$ cat src/rtl/fifo_frame_arbiter_pkg.sv
// fifo_frame_arbiter_pkg: shared state encoding and fifoData field layout
package fifo_frame_arbiter_pkg;

   typedef enum logic [1:0] {
      ST_IDLE  = 2'd0,
      ST_GRANT = 2'd1,
      ST_XFER  = 2'd2
   } state_t;

   // fifoData = {sof, chId, payload}
   function automatic int sof_bit(int data_w, int ch_w);
      return data_w + ch_w;
   endfunction

   function automatic int ch_lsb(int data_w);
      return data_w;
   endfunction

endpackage

$ cat src/rtl/fifo_frame_arbiter_rr_pick.sv
// fifo_frame_arbiter_rr_pick: combinational round-robin selector starting after the last grant
module fifo_frame_arbiter_rr_pick #(
   parameter int N_CH = 4,
   parameter int CH_W = 2
) (
   input  logic [N_CH-1:0] req_i,
   input  logic [CH_W-1:0] ptr_i,
   output logic [CH_W-1:0] idx_o,
   output logic            any_o
);

   // channel (ptr+k) mod N_CH, wrapped explicitly so non-power-of-two N_CH works
   function automatic logic [CH_W-1:0] wrap(logic [CH_W-1:0] ptr, int k);
      int s;
      s = int'(ptr) + k;
      return CH_W'(s >= N_CH ? s - N_CH : s);
   endfunction

   // scan farthest to nearest so the nearest requester after ptr_i wins
   always_comb begin
      idx_o = ptr_i;
      any_o = 1'b0;
      for (int k = N_CH; k >= 1; k--) begin
         if (req_i[wrap(ptr_i, k)]) begin
            idx_o = wrap(ptr_i, k);
            any_o = 1'b1;
         end
      end
   end

endmodule

$ cat src/rtl/fifo_frame_arbiter.sv
// fifo_frame_arbiter: frame-atomic round-robin write arbiter with credit-based FIFO flow control
module fifo_frame_arbiter
   import fifo_frame_arbiter_pkg::*;
#(
   parameter int N_CH      = 4,
   parameter int CH_W      = 2,
   parameter int DATA_W    = 8,
   parameter int FRAME_LEN = 16,
   parameter int FIFO_LEN  = 16,
   parameter int CRED_W    = 5
) (
   input  logic                     Clk,
   input  logic                     Rst,
   input  logic [N_CH-1:0]          chValid,
   input  logic [N_CH*DATA_W-1:0]   chData,
   output logic [N_CH-1:0]          chReady,
   output logic                     fifoWe,
   output logic [DATA_W+CH_W:0]     fifoData,
   input  logic                     fifoRdDone,
   output logic [CH_W-1:0]          grantCh,
   output logic                     busy,
   output logic [CRED_W-1:0]        credits
);

   localparam int CNT_W   = $clog2(FRAME_LEN);
   localparam int SOF_BIT = sof_bit(DATA_W, CH_W);
   localparam int CH_LSB  = ch_lsb(DATA_W);
   localparam logic [CRED_W-1:0] CRED_MAX = CRED_W'(FIFO_LEN - 1);
   localparam logic [CNT_W-1:0]  CNT_LAST = CNT_W'(FRAME_LEN - 1);

   state_t            state_q, state_d;
   logic [CH_W-1:0]   grant_q, grant_d, pick;
   logic [CNT_W-1:0]  cnt_q, cnt_d;
   logic [CRED_W-1:0] cred_q, cred_d;
   logic              any_req, can_wr, wr;
   logic [DATA_W-1:0] ch_word [N_CH];

   for (genvar i = 0; i < N_CH; i++) begin : g_word
      assign ch_word[i] = chData[i*DATA_W +: DATA_W];
   end

   fifo_frame_arbiter_rr_pick #(
      .N_CH (N_CH),
      .CH_W (CH_W)
   ) u_rr_pick (
      .req_i (chValid),
      .ptr_i (grant_q),
      .idx_o (pick),
      .any_o (any_req)
   );

   assign can_wr  = state_q == ST_XFER && cred_q != '0;
   assign wr      = can_wr && chValid[grant_q];
   assign fifoWe  = wr;
   assign busy    = state_q != ST_IDLE;
   assign grantCh = grant_q;
   assign credits = cred_q;
   assign fifoData[SOF_BIT]          = cnt_q == '0;
   assign fifoData[CH_LSB +: CH_W]   = grant_q;
   assign fifoData[DATA_W-1:0]       = ch_word[grant_q];

   // only the granted channel may be ready, and only while a FIFO slot is free
   always_comb begin
      chReady = '0;
      chReady[grant_q] = can_wr;
   end

   // a write consumes a slot, a consumer read returns one; saturate at the usable capacity
   assign cred_d = (wr && !fifoRdDone) ? cred_q - 1'b1 :
                   (!wr && fifoRdDone && cred_q != CRED_MAX) ? cred_q + 1'b1 : cred_q;

   // next-state: pick a channel in IDLE, bubble in GRANT, move one full frame in XFER
   always_comb begin
      state_d = state_q;
      grant_d = grant_q;
      cnt_d   = cnt_q;
      case (state_q)
         ST_IDLE: begin
            if (any_req) begin
               grant_d = pick;
               state_d = ST_GRANT;
            end
         end
         ST_GRANT: begin
            cnt_d   = '0;
            state_d = ST_XFER;
         end
         ST_XFER: begin
            if (wr) begin
               cnt_d   = cnt_q == CNT_LAST ? '0 : cnt_q + 1'b1;
               state_d = cnt_q == CNT_LAST ? ST_IDLE : ST_XFER;
            end
         end
         default: state_d = ST_IDLE;
      endcase
   end

   // state, grant pointer, word counter and credit registers
   always_ff @(posedge Clk) begin
      if (Rst) begin
         state_q <= ST_IDLE;
         grant_q <= CH_W'(N_CH - 1);
         cnt_q   <= '0;
         cred_q  <= CRED_MAX;
      end else begin
         state_q <= state_d;
         grant_q <= grant_d;
         cnt_q   <= cnt_d;
         cred_q  <= cred_d;
      end
   end

   // a read completion while the FIFO is known empty breaks the credit protocol
   rd_on_empty: assert property (@(posedge Clk) disable iff (Rst) !(fifoRdDone && cred_q == CRED_MAX));

endmodule

$ cat config.mk
export PLATFORM = sky130hd
export DESIGN_NAME = fifo_frame_arbiter
export DESIGN_NICKNAME = d
export VERILOG_FILES = /design/src/rtl/fifo_frame_arbiter_pkg.sv /design/src/rtl/fifo_frame_arbiter_rr_pick.sv /design/src/rtl/fifo_frame_arbiter.sv
export SDC_FILE = /design/constraint.sdc
export NUM_CORES = 1
export LEC_CHECK = 0
export ABC_AREA = 0
export CORE_MARGIN = 3
export CORE_UTILIZATION = 36
export CTS_BUF_LIST = sky130_fd_sc_hd__clkbuf_4 sky130_fd_sc_hd__clkbuf_8 sky130_fd_sc_hd__clkbuf_16
export DETAILED_ROUTE_END_ITERATION = 8
export PLACE_DENSITY = 0.87
export SETUP_SLACK_MARGIN = 0.2
export SYNTH_ARGS = -nofsm -noshare
export SYNTH_HDL_FRONTEND = slang
export SYNTH_SLANG_ARGS = --single-unit
$ cat constraint.sdc
create_clock -name Clk -period 3 [get_ports Clk]
set_clock_uncertainty 0.15 [all_clocks]
set_input_delay 0.6 -clock Clk [delete_from_list [all_inputs] [get_ports Clk]]
set_output_delay 0.6 -clock Clk [all_outputs]
set_load 0.03 [all_outputs]
Yosys cells after proc, flatten, opt, wreduce, memory -nomap -nowiden

Cells that the tools add are included.

Output and inout bits: 24
Register bits: 13
Input bits: 39
Word-level logic and storage cells: 88

Equality and inequality tests: 6
Reduce and logical (&&, ||, !) cells: 18
Multiplexer cells: 36
$add $sub $neg: 11
Bitwise gates (word level): 2
Order comparisons: 11

Operator list:

| cell                                                                                 | count |
|---|---|
| 2-bit two-way mux                                                                    | 11 |
| 8-bit binary-select mux with 2-bit select                                            | 1 |
| 8-bit two-way mux                                                                    | 2 |
| 2-bit by 3-bit < comparator with 1-bit output (second input constant)                | 5 |
| 3-bit greater-or-equal comparator (second input constant)                            | 4 |
| 1-bit binary-select mux with 2-bit select                                            | 5 |
| 1-bit two-way mux                                                                    | 10 |
| 5-bit two-way mux                                                                    | 2 |
| 4-bit two-way mux                                                                    | 2 |
| 4-bit one-hot mux with 2 select lines                                                | 1 |
| 2-bit by 1-bit subtractor with 2-bit output (second input constant)                  | 4 |
| 2-bit by 2-bit adder with 3-bit output (second input constant)                       | 2 |
| 1-bit logical AND                                                                    | 6 |
| 2-bit one-hot mux with 3 select lines                                                | 1 |
| 2-bit nonzero test                                                                   | 3 |
| 5-bit by 1-bit adder with 5-bit output (second input constant)                       | 1 |
| 5-bit by 4-bit inequality test with 1-bit output (second input constant)             | 1 |
| 5-bit nonzero test                                                                   | 1 |
| 5-bit by 1-bit subtractor with 5-bit output (second input constant)                  | 1 |
| 2-bit by 3-bit adder with 4-bit output (second input constant)                       | 1 |
| 4-bit by 1-bit adder with 4-bit output (second input constant)                       | 1 |
| 4-bit AND                                                                            | 1 |
| 4-bit == test (second input constant)                                                | 1 |
| 4-bit by 3-bit greater-or-equal comparator with 1-bit output (second input constant) | 1 |
| other kinds (13)                                                                     | 16 |

Logic depth before layout (Yosys ltp)

Gate-level depths: netlist (run 1).

Depth after elaboration: 11
Gate-level depth with buffers: 10
Mapped depth without buffers: 9

Modules after synthesis

A second synthesis (run 1) with hierarchy kept.

Cells, all modules: 124
Area, all modules: 1,107.3 µm²

By module, submodules not included:

| module                     | seq. area each (µm²) | cells an instance | instances | area an instance (µm²) |
|---|---|---|---|---|
| fifo_frame_arbiter         | 260.2                | 110               | 1         | 1,024.7 |
| fifo_frame_arbiter_rr_pick | 0.0                  | 14                | 1         | 82.6 |

Least setup slack after synthesis (run 1)

OpenSTA, ideal clock, no wires.

Kind: register to register
From: reg grant_q[0], in the netlist grantCh[0]
To: reg cred_q[4], in the netlist credits[4]
Slack: -0.053 ns
Arrival: 2.780 ns
Stages on the path, launching flop included: 11
Library setup time: 0.123 ns
Data required time: 2.727 ns
Buffers on the path: 1
Clock period less this slack: 3.053 ns
Path through: dfxtp_1 buf_4 mux4_2 o211ai_4 nor2_1 xor2_1 ha_1 a31oi_1 nor3b_1 o22ai_1 mux2_1

Cells in the longest elaborated chain, start to end: 7
Elaborated cells between the ends (all ways): 9
Classes of those cells: mux: 3; reduce/logical: 6

Ends and longest elaborated chain:

| item                                          | RTL line                  | text |
|---|---|---|
| start: declaration                            | fifo_frame_arbiter.sv:32  | `logic [CH_W-1:0] grant_q, grant_d, pick;` |
| start signal: assignment                      | fifo_frame_arbiter.sv:102 | `grant_q <= CH_W'(N_CH - 1);` |
| start signal: assignment                      | fifo_frame_arbiter.sv:107 | `grant_q <= grant_d;` |
| 1-bit binary-select mux with 2-bit select (*) | fifo_frame_arbiter.sv:53  | `assign wr = can_wr && chValid[grant_q];` |
| 1-bit two-way mux (implied by the code) (*)   | fifo_frame_arbiter.sv:53  |  |
| 1-bit logical AND (*)                         | fifo_frame_arbiter.sv:53  |  |
| 1-bit logical NOT                             | fifo_frame_arbiter.sv:70  | `(!wr && fifoRdDone && cred_q != CRED_MAX) ? cred_q + 1'b1 : cred_q;` |
| 1-bit logical AND (2 in series)               | fifo_frame_arbiter.sv:70  |  |
| 2-bit nonzero test (no source line)           | --                        |  |
| end signal: assignment                        | fifo_frame_arbiter.sv:109 | `cred_q <= cred_d;` |
| end: declaration                              | fifo_frame_arbiter.sv:34  | `logic [CRED_W-1:0] cred_q, cred_d;` |

Every way passes the cells marked *; elsewhere a longest branch is shown, timed or not. The select of a mux whose other input is x is not followed.
A chain may end at the register's enable or synchronous reset.

Worst setup path in the final report (run 1)

From: reg cred_q[2], in the netlist credits[2]
To: out fifoWe

Cells in the longest elaborated chain, start to end: 3

Ends and longest elaborated chain:

| item               | RTL line                 | text |
|---|---|---|
| 5-bit nonzero test | fifo_frame_arbiter.sv:52 | `assign can_wr = state_q == ST_XFER && cred_q != '0;` |
| 1-bit logical AND  | fifo_frame_arbiter.sv:52 |  |
| 1-bit logical AND  | fifo_frame_arbiter.sv:53 |  |
| end: declaration   | fifo_frame_arbiter.sv:17 | `output logic fifoWe,` |

No other way between the ends.

==> results of run 1 <==
per-stage QoR:
| stage | cells | power (mW) | hold slack (ns) |
|---|---|---|---|
| finish | 246 | 2.00 | 0.376 |
| global route | 246 | 2.12 | 0.410 |
| CTS | 242 | 1.89 | 0.378 |
| detailed placement | 237 | 1.80 | 0.367 |
| global placement | 237 | 1.76 | 0.346 |
| floorplan | 123 | 1.29 | 0.326 |
power by group:
part           internal (mW)  switching, mW  total, mW  leakage, nW
clock network         0.0606         0.0557      0.116       0.0184
logic                  0.739          0.769       1.51        0.760
registers              0.247          0.129      0.376        0.107
total                   1.05          0.954       2.00        0.886
logic make-up (layout without fill, tap and decap cells):
kind of cell    count (synthesis)  after routing  synth area share (%)
simple gates                   40             40                  19.3
compound gates                 30             30                  17.4
mux                            17             17                  25.9
flops                          13             13                  21.6
buf+inv                        11             90                  4.57
fa+ha+maj                       8              8                  8.32
xor+xnor                        4              4                  2.91
routing by layer:
metal  track usage [%]  wire length, microns  vias up
met5                 0                     0        -
met4              5.66                   112        0
met3              4.92                   180       12
met2              36.4                  2170       44
met1              21.2                  1520      634
li1                  -                     -      628
registers in the layout, indices dropped and copies added, names as in the netlist:
signal   cells
credits      5
cnt_q        4
grantCh      2
state_q      2
synth_stat cells, types with 2 or more instances:
cell type   n  area, sq um
a211o_1     2         17.5
a211oi_1    3         22.5
a21oi_1     9         45.0
a31oi_1     3         18.8
and2_1      4         25.0
buf_1       2         7.51
buf_4       3         22.5
dfxtp_1    13          260
ha_1        8          100
inv_1       4         15.0
mux2_2      2         22.5
mux2i_1     3         30.0
mux4_2     11          248
nand2_1     4         15.0
nand2b_1    5         31.3
nand3_1     3         15.0
nor2_1      6         22.5
nor2b_1     4         25.0
nor3_1      3         15.0
nor3b_1     4         30.0
o21ai_0     4         20.0
o22ai_1     3         18.8
xnor2_1     2         17.5
xor2_1      2         17.5
cell type report:
cell class	instances	area, sq um
Inverter	5	21.3
Clock buffer	4	30.0
Timing Repair Buffer	81	767
Multi-Input combinational cell	99	933
Sequential cell	13	272
Fill cell	246	1050
Tap cell	44	55.1
timing repair:
item,4_1_cts,5_1_grt
hold buffers,0,0
pin swaps,3,5
buffers inserted,1,4
endpoints found under the hold margin,0,0
gates cloned,0,0
gates resized for setup,16,11
endpoints found under the setup margin,15,3
worst min-delay path by stage:
stage	start	to	cells past startpoint
2_1_floorplan	cnt_q[3]$_SDFFE_PP0P_	cnt_q[3]$_SDFFE_PP0P_	2
3_3_place_gp	cnt_q[1]$_SDFFE_PP0P_	cnt_q[1]$_SDFFE_PP0P_	2
3_5_place_dp	cnt_q[1]$_SDFFE_PP0P_	cnt_q[1]$_SDFFE_PP0P_	2
4_1_cts	cnt_q[1]$_SDFFE_PP0P_	cnt_q[1]$_SDFFE_PP0P_	2
5_1_grt	cnt_q[1]$_SDFFE_PP0P_	cnt_q[1]$_SDFFE_PP0P_	2
6_report	cnt_q[1]$_SDFFE_PP0P_	cnt_q[1]$_SDFFE_PP0P_	2
tightest hold or removal path, stage by stage (launching register included):
cell	delay (ns)
dfxtp_1	0.34
nand3_1	0.08
a21oi_1	0.06
cell usage in the layout (no fill, tap or decap), types with 5 or more instances in the layout:
cell             count
a21oi_1              9
buf_4               18
clkdlybuf4s50_1     45
dfxtp_1             10
dlygate4sd2_1       13
ha_1                 7
mux4_2              11
nand2b_1             5
nor2_1               5
==> metrics.md, run 1 <==
| Metric | Value |
|---|---|
| Status | `finished, final reports clean` |
| Clock latency on the worst-skew pair | `~0.27 ns` |
| Cell family with most CP delay | `simple AND/OR/NAND/NOR gates` |
| Area after DPL | `~0.002 sq mm` |
| CP max stage delay | `around 0.55 ns` |
| Vias per cell | `5.36` |
| IO Pins | `63` |
| Slew @ Worst Pin | `0.679 ns` |
| DPL Wire Length | `3.12 mm` |
| Cts bufs inserted | `3` |
| Post-Syn Nets | `170` |
| Antenna violations before repair | `0` |
| Clock root cell | `clkbuf_4` |
| CTS tree | `built` |
| Diode count | `0` |
| Placement Setup Slack | `-0.269 ns` |
| Die Y | `between 60 and 70 microns` |
| CP max stage cell | `or4_4` |
| FF-to-FF setup slack | `0.24 ns` |
| Area grow syn2layout | `72.7%` |
| Reg-to-reg startpoint | `credits[2]$_SDFFE_PP1P_` |
| DRC | `0` |
| Worst-path clk slew | `0.08 ns` |
| Final Util | `approximately 66%` |
| Final setup margin | `between 0.2 and 0.25 ns` |
| Final ANT Viol Nets | `0` |
| Synth Instances | `123` |
| Ys Warns | `0` |
| Static Leakage | `0.886 nW` |
| Initial drt markers | `between 50 and 60` |
| Min-delay worst type | `reg2reg` |
| FP Rows | `20` |
| Vias in the first global route | `around 1400` |
| Drt pass-1 iters | `6` |
| WP buf/inv | `3` |
| Setup_tns | `0 ns` |
| Final Net Count | `250` |
| Synth unique cells | `40` |
| Pins Over Slew Limit | `0` |
| Final setup fails | `0` |
| CTS Sinks | `13` |
| Design Area, Final | `0.00208 sq mm` |
| Via Count | `1318` |
| Gr ovfl total | `0` |
| Minimum clock period | `~2.8 ns` |
| Final Cycle Share | `92.2%` |
| Gr usage total | `19.4%` |
| Seq/Total Area, Yosys | `21.6%` |
| Flops & latches, synth | `13` |
| Htree depth | `1` |
| Avg Synthesized Cell Area | `9.79 sq um` |
| Final wirelength | `3.99 mm` |
| Die width | `roughly 64 microns` |
| Number of flops mapped to enable cells by yosys | `0` |
| Crit path max fanout | `9` |
| Largest net degree at the start of global routing | `16` |
| Crit path capture | `fifoWe` |
| P per Cell Area | `962 mW/mm^2` |
| Worst Setup End Kind | `output pin` |
| CTS max path bufs | `2` |
| MaxCap Viol Count | `0` |
| CP Depth | `5` |
| CP Launch Type | `flop` |
| WP data required | `2.25 ns` |
| IO Port Bufs | `62` |
| Mapped cell area | `~0.0012 sq mm` |
| Post-synth ARST share | `0%` |
| FMAX | `~0.36 GHz` |
| Global-route wire length before repair | `6.33 mm` |
| Arr. time, crit path | `2.02 ns` |
| WS Path Type | `reg2out` |
| Worst-path cell chain | `or4_4, o211ai_4, buf_12, inv_4, dlygate4sd2_1` |
| RSZ-0062 raised after global routing | `false` |
| Routed wire per std cell | `16.2 microns` |
| Gpl congestion | `roughly 0.82` |
| Synth Flop Type | `dfxtp_1` |
| R2r endpoint | `credits[4]$_SDFFE_PP0P_` |
| Endpoints failing hold | `0` |
| Worst IR drop on VDD | `between 0.5 and 0.6 mV` |
| Share of cells above drive strength 1 | `between 20% and 30%` |
| Crit. Startpoint | `credits[2]$_SDFFE_PP1P_` |
| Die ar. | `0.00407 sq mm` |
| Initial Util | `between 30% and 40%` |
| Core area | `0.00313 sq mm` |
| Rel. slew slack | `54.6%` |
| Worst reg-to-reg path cell count | `9` |
No activity file was read; power rests on OpenSTA's default activity.
==> run 2: changes to the inputs <==
CAP_MARGIN = 10   (was not set)
CELL_PAD_IN_SITES_DETAIL_PLACEMENT = 0   (was not set)
CELL_PAD_IN_SITES_GLOBAL_PLACEMENT = 1   (was not set)
CORE_UTILIZATION = 26   (was 36)
==> run 2 against run 1 <==
Net effect: hold slack worse by 0.015 ns; first-iteration DRC count decreased by 63%; final cell count increased by 2.8%; maximum frequency up 3.0%; sequential cell count unchanged; sequential share of layout area is 0.41 points lower; non-clock buffer count is 1 lower; cell area increased by 1.3%; critical path type unchanged.
==> metrics.md, run 2 (synthesis gave the netlist of run 1 again) <==
| Metric | Value |
|---|---|
| MaxCap Viol Count | `0 (unchanged)` |
| IO Pins | `63 (unchanged)` |
| DPL Wire Length | `3.00 mm (-3.6%)` |
| Switching share of power | `46.5% (-1.2 points)` |
| Final setup fails | `0 (unchanged)` |
| CP max stage cell | `or4_4` |
| Max FFs per register | `5 (unchanged)` |
| Cts bufs inserted | `3 (unchanged)` |
| Crit path max fanout | `8 (-1)` |
| Die width | `74.0 microns (+16%)` |
| Worst IR drop on VDD | `0.436 mV (-26%)` |
| Worst-path clk slew | `0.05 ns (-0.03 ns)` |
| Die ar. | `0.00548 sq mm (+35%)` |
| CTS tree | `built` |
| CP Launch Type | `flop` |
| Arr. time, crit path | `1.93 ns (-0.09 ns)` |
| Area of the multi-input gates | `933 sq um (unchanged)` |
| Pins Over Slew Limit | `0 (unchanged)` |
| Clock latency on the worst-skew pair | `0.24 ns (-0.03 ns)` |
| Worst reg-to-reg path cell count | `9 (unchanged)` |
| Post-Layout Cell Count | `253 (+2.8%)` |
| Gr ovfl total | `0 (unchanged)` |
| Static Leakage | `0.899 nW (+1.6%)` |
| Clock root cell | `clkbuf_8` |
| Drt pass-1 iters | `4 (-2)` |
| Diode count | `0 (unchanged)` |
| Vias in the first global route | `1189 (-12%)` |
| Final Cycle Share | `89.5% (-2.7 points)` |
| Placement Setup Slack | `-0.259 ns (+0.00973 ns)` |
| Endpoints failing hold | `0 (unchanged)` |
| CTS Sinks | `13 (unchanged)` |
| Largest net degree at the start of global routing | `21 (+5)` |
| Global-route wire length before repair | `5.96 mm (-5.9%)` |
| Share of cells above drive strength 1 | `25.4% (+0.13 points)` |
| WP data required | `2.25 ns (about the same)` |
| Die Y | `74.0 microns (+16%)` |
| Worst Setup End Kind | `output pin` |
| Register Area | `267 sq um (-1.8%)` |
| Sequential power share | `17.0% (-1.8 points)` |
| DRC | `0 (unchanged)` |
| Vias per cell | `4.82 (-10%)` |
| Final ANT Viol Nets | `0 (unchanged)` |
| Commonest non-fill, non-tap cell in the layout | `clkdlybuf4s50_1` |
| Slew @ Worst Pin | `0.559 ns (-0.121 ns)` |
| IO Port Bufs | `62 (unchanged)` |
| Antenna violations before repair | `0 (unchanged)` |
| CP max stage delay | `0.57 ns (+0.02 ns)` |
| FP Rows | `24 (+20%)` |
| Core area | `0.00441 sq mm (+41%)` |
| Minimum clock period | `2.68 ns (-0.0815 ns)` |
| Total power | `2.01 mW (+0.49%)` |
| P_sw | `935 uW (-2.0%)` |
| Routed wire per std cell | `14.6 microns (-9.9%)` |
| Worst-path cell chain | `or4_4, o21a_1, and2_1, dlygate4sd2_1` |
| Combinational share of power | `74.8% (-0.6 points)` |
| WS Path Type | `reg2out` |
| Final setup margin | `0.316 ns (+0.0815 ns)` |
| Final Net Count | `249 (-0.40%)` |
| Final wirelength | `3.69 mm (-7.3%)` |
| P per Cell Area | `955 mW/mm^2 (-0.83%)` |
| Most frequent cells in the layout | `clkdlybuf4s50_1, buf_4, dlygate4sd2_1` |
| FMAX | `0.373 GHz (+3.0%)` |
| Fill count | `414 (+68%)` |
| Cells after DPL | `246 (+3.8%)` |
| RSZ-0062 raised after global routing | `false` |
| Status | `finished, final reports clean` |
| Internal | `1.08 mW (+2.8%)` |
| Gr usage total | `13.9% (-5.5 points)` |
| Clock power frac | `8.2% (+2.4 points)` |
| Area grow syn2layout | `74.9%` |
| Hold Crit Depth | `2 (unchanged)` |
| CTS max path bufs | `2 (unchanged)` |
| Initial Util | `27.3% (-11 points)` |
| Htree depth | `1 (unchanged)` |
| Rel. slew slack | `62.4% (+7.7 points)` |
| Initial drt markers | `21 (-63%)` |
| Min-delay worst type | `reg2reg` |
| Via Count | `1219 (-7.5%)` |
| Gpl congestion | `0.794 (-3.5%)` |
## run 2: through the flow
step                      instance area (sq um)  util [%]  hold WS [ns]  setup TNS [ns]
after CTS                                  2060      46.6         0.364               0
final                                      2110      47.7         0.361               0
after global placement                     1990      45.1         0.356          -0.407
after floorplan                            1210         -         0.326               0
after global routing                       2110      47.7         0.400               0
after detailed placement                   1990      45.1         0.356          -0.502
## run 2: layer usage
metal	track usage [%]	up-vias	part of all wire, %
met2	24.7	16	55
met4	1.81	0	0.27
met3	2.84	2	2.8
li1	-	620	-
met5	0	-	0
met1	17.9	581	42
## run 2: cell type report
| type | count | share of cell area (%) |
|---|---|---|
| well taps | 52 | 3.09 |
| repair buffers | 80 | 36.6 |
| flip-flops and latches | 13 | 12.7 |
| multi-input cells | 99 | 44.3 |
| clock buffers | 4 | 2.32 |
| inverters | 5 | 1.01 |
## run 2: worst paths after layout
| path | slack (ns) | endpoint | start |
|---|---|---|---|
| worst max-delay path | 0.32 | chReady[0] | credits[1]$_SDFFE_PP1P_ |
| worst min-delay path | 0.36 | cnt_q[1]$_SDFFE_PP0P_ | cnt_q[1]$_SDFFE_PP0P_ |
| worst max register to register | 0.32 | credits[4]$_SDFFE_PP0P_ | credits[1]$_SDFFE_PP1P_ |
| worst min register to register | 0.36 | cnt_q[1]$_SDFFE_PP0P_ | cnt_q[1]$_SDFFE_PP0P_ |
## run 2: critical path, delay by kind of cell, from the launching register on
| kind | cells | cell delay [ns] |
|---|---|---|
| AOI/OAI and AO/OA | 1 | 0.23 |
| and+or+nand+nor | 2 | 0.74 |
| buffers and inverters | 1 | 0.36 |
| DFF | 1 | 0.37 |
## run 2: what timing repair did
action,CTS,global route
pin swaps,2,2
endpoints found under the setup margin,14,3
buffers inserted,1,2
resized for setup,20,8
hold buffers,0,0
## run 2: power by group through the flow
stage	sequential, mW	clock [mW]	combinational [mW]
floorplan	0.411	0	0.880
CTS	0.339	0.171	1.44
detailed placement	0.339	0	1.45
finish	0.342	0.165	1.50
global placement	0.338	0	1.45
global route	0.354	0.175	1.62
==> RTL edit: new RTL, settings of run 2 <==
`DATA_W`: 8 -> 12.
--- a/src/rtl/fifo_frame_arbiter.sv
+++ b/src/rtl/fifo_frame_arbiter.sv
@@ -4,7 +4,7 @@
 #(
    parameter int N_CH      = 4,
    parameter int CH_W      = 2,
-   parameter int DATA_W    = 8,
+   parameter int DATA_W    = 12,
    parameter int FRAME_LEN = 16,
    parameter int FIFO_LEN  = 16,
    parameter int CRED_W    = 5
Ports: changed (resized chData and fifoData); port bits go from 63 to 83. No check against the original RTL was run, so the function may have changed too.
==> RTL edit against run 2 <==
Critical path depth is 2 higher; setup slack worse by 0.087 ns; cell count is 15% higher; wire length is 12% higher; die area is 7.5% higher; cell area is 11% higher; total power is 5.8% higher; global-route usage is 0.28 points higher; register-to-register slack better by 0.08 ns; sequential cell count stayed put; via count is 13% higher; area after synthesis is 8.2% higher; largest cell class unchanged.
==> RTL edit: results (changes against run 2) <==
Route
  • Metal-1 WL: 1.716 mm (+11%)
  • Vias: 1383 (+13%)
  • WL met3: 175 microns (+72%)
  • Met2 routed WL: 2.172 mm (+6.9%)
  • DR iter-0 viols: 36 (+71%)
  • Post-Route WL: 4.127 mm (+12%)

Timing
  • Slew Limit Headroom: 0.5703 (-0.05333)
  • WHS: 0.3723 ns (+0.01144 ns)

Placement
  • IO Port Bufs: 82 (+32%)
  • DP HPWL: 3.326 mm (+11%)
  • GPL Wtd Cong: 0.7698 (-3.1%)
  • Dpl cells: 284 (+15%)
  • Post-Place Setup Slack: -0.2436 ns (+0.01587 ns)

Global route
  • GR Layer Usage met3: 0.03404 (+0.005659)
  • GR Util met1: 0.1683 (-0.01020)
  • GRT met2 Usage: 0.2544 (+0.007308)
  • First-pass GRT wire length: 6.858 mm (+15%)
  • GR Util All Layers: 0.1422 (+0.002844)
  • Largest net degree at the start of global routing: 20 (-4.8%)

Critical path
  • Setup crit start: chValid[3]
  • Slowest Stage Delay on Critical Path: 0.52 ns (-0.05 ns)
  • Top delay family on crit path: buffers and inverters
  • FF-to-FF setup slack: 0.40 ns (+0.08 ns)
  • CP Data Arrival Time: 2.02 ns (+0.09 ns)
  • CP Capture Point: fifoWe
  • CP max-delay cell: mux4_2

Yosys
  • Dominant cells by area after synthesis: mux4_2 (26%), dfxtp_1 (20%), ha_1 (7.7%), a21oi_1 (3.5%), nand2b_1 (2.4%)
  • Synth cell count leaders: mux4_2 (15), dfxtp_1 (13), a21oi_1 (9), ha_1 (8), nor2_1 (6)
  • Multiplexer share of the synthesized area: 0.3084 (+0.04952)
  • Netlist cell types: 42 (+5.0%)
  • Post-Synth XOR/XNOR Area: 0.02690 (-0.002209)
  • Mapped Nets: 191 (+12%)
  • Synth Area in Compound Gates: 0.1604 (-0.01317)
  • Post-Synth Adder-Cell Area: 0.07685 (-0.006311)
  • Post-synthesis sequential area ratio: 0.1998 (-0.01641)

Outcome
  • Outcome: finished clean

Layout
  • Filler Cells Inserted: 464 (+12%)
  • Layout Nets: 289 (+16%)
  • Share of post-route cells with drive strength above 1: 0.2311 (-0.02262)

Power and ir drop
  • Worst vdd ir: 0.0005533 V (+27%)
  • Leakage: 0.9769 nW (+8.6%)

Clocking
  • Post-CTS Repair Setup Buffers: 2 (+1)
  • # resized after CTS: 24 (+20%)

Hold path
  • Min-Delay Endpoint: cnt_q[3]
==> RTL edit: changes by cell type in the layout (fill, tap and decap cells not counted), moves of 2 or more <==
| cell | change |
|---|---|
| a31oi_1 | +2 |
| a31oi_4 | -2 |
| buf_12 | -2 |
| buf_4 | +2 |
| clkdlybuf4s50_1 | +16 |
| dlygate4sd2_1 | +9 |
| dlymetal6s2s_1 | -4 |
| mux4_2 | +4 |
==> RTL edit: report_power, final <==
group | leakage, nW | internal, mW | switching (mW)
Sequential | 0.106 | 0.239 | 0.0956
Combinational | 0.845 | 0.778 | 0.850
Clock | 0.0255 | 0.0919 | 0.0707
==> RTL edit: layout make-up <==
type | count | area, sq um | area share
Tap cell | 67 | 83.83 | 0.03585
Clock inverter | 1 | 5.005 | 0.002140
Timing Repair Buffer | 100 | 929.6 | 0.3975
Sequential cell | 13 | 264.0 | 0.1129
Multi-Input combinational cell | 103 | 993.5 | 0.4248
Clock buffer | 3 | 41.29 | 0.01766
Inverter | 5 | 21.27 | 0.009096
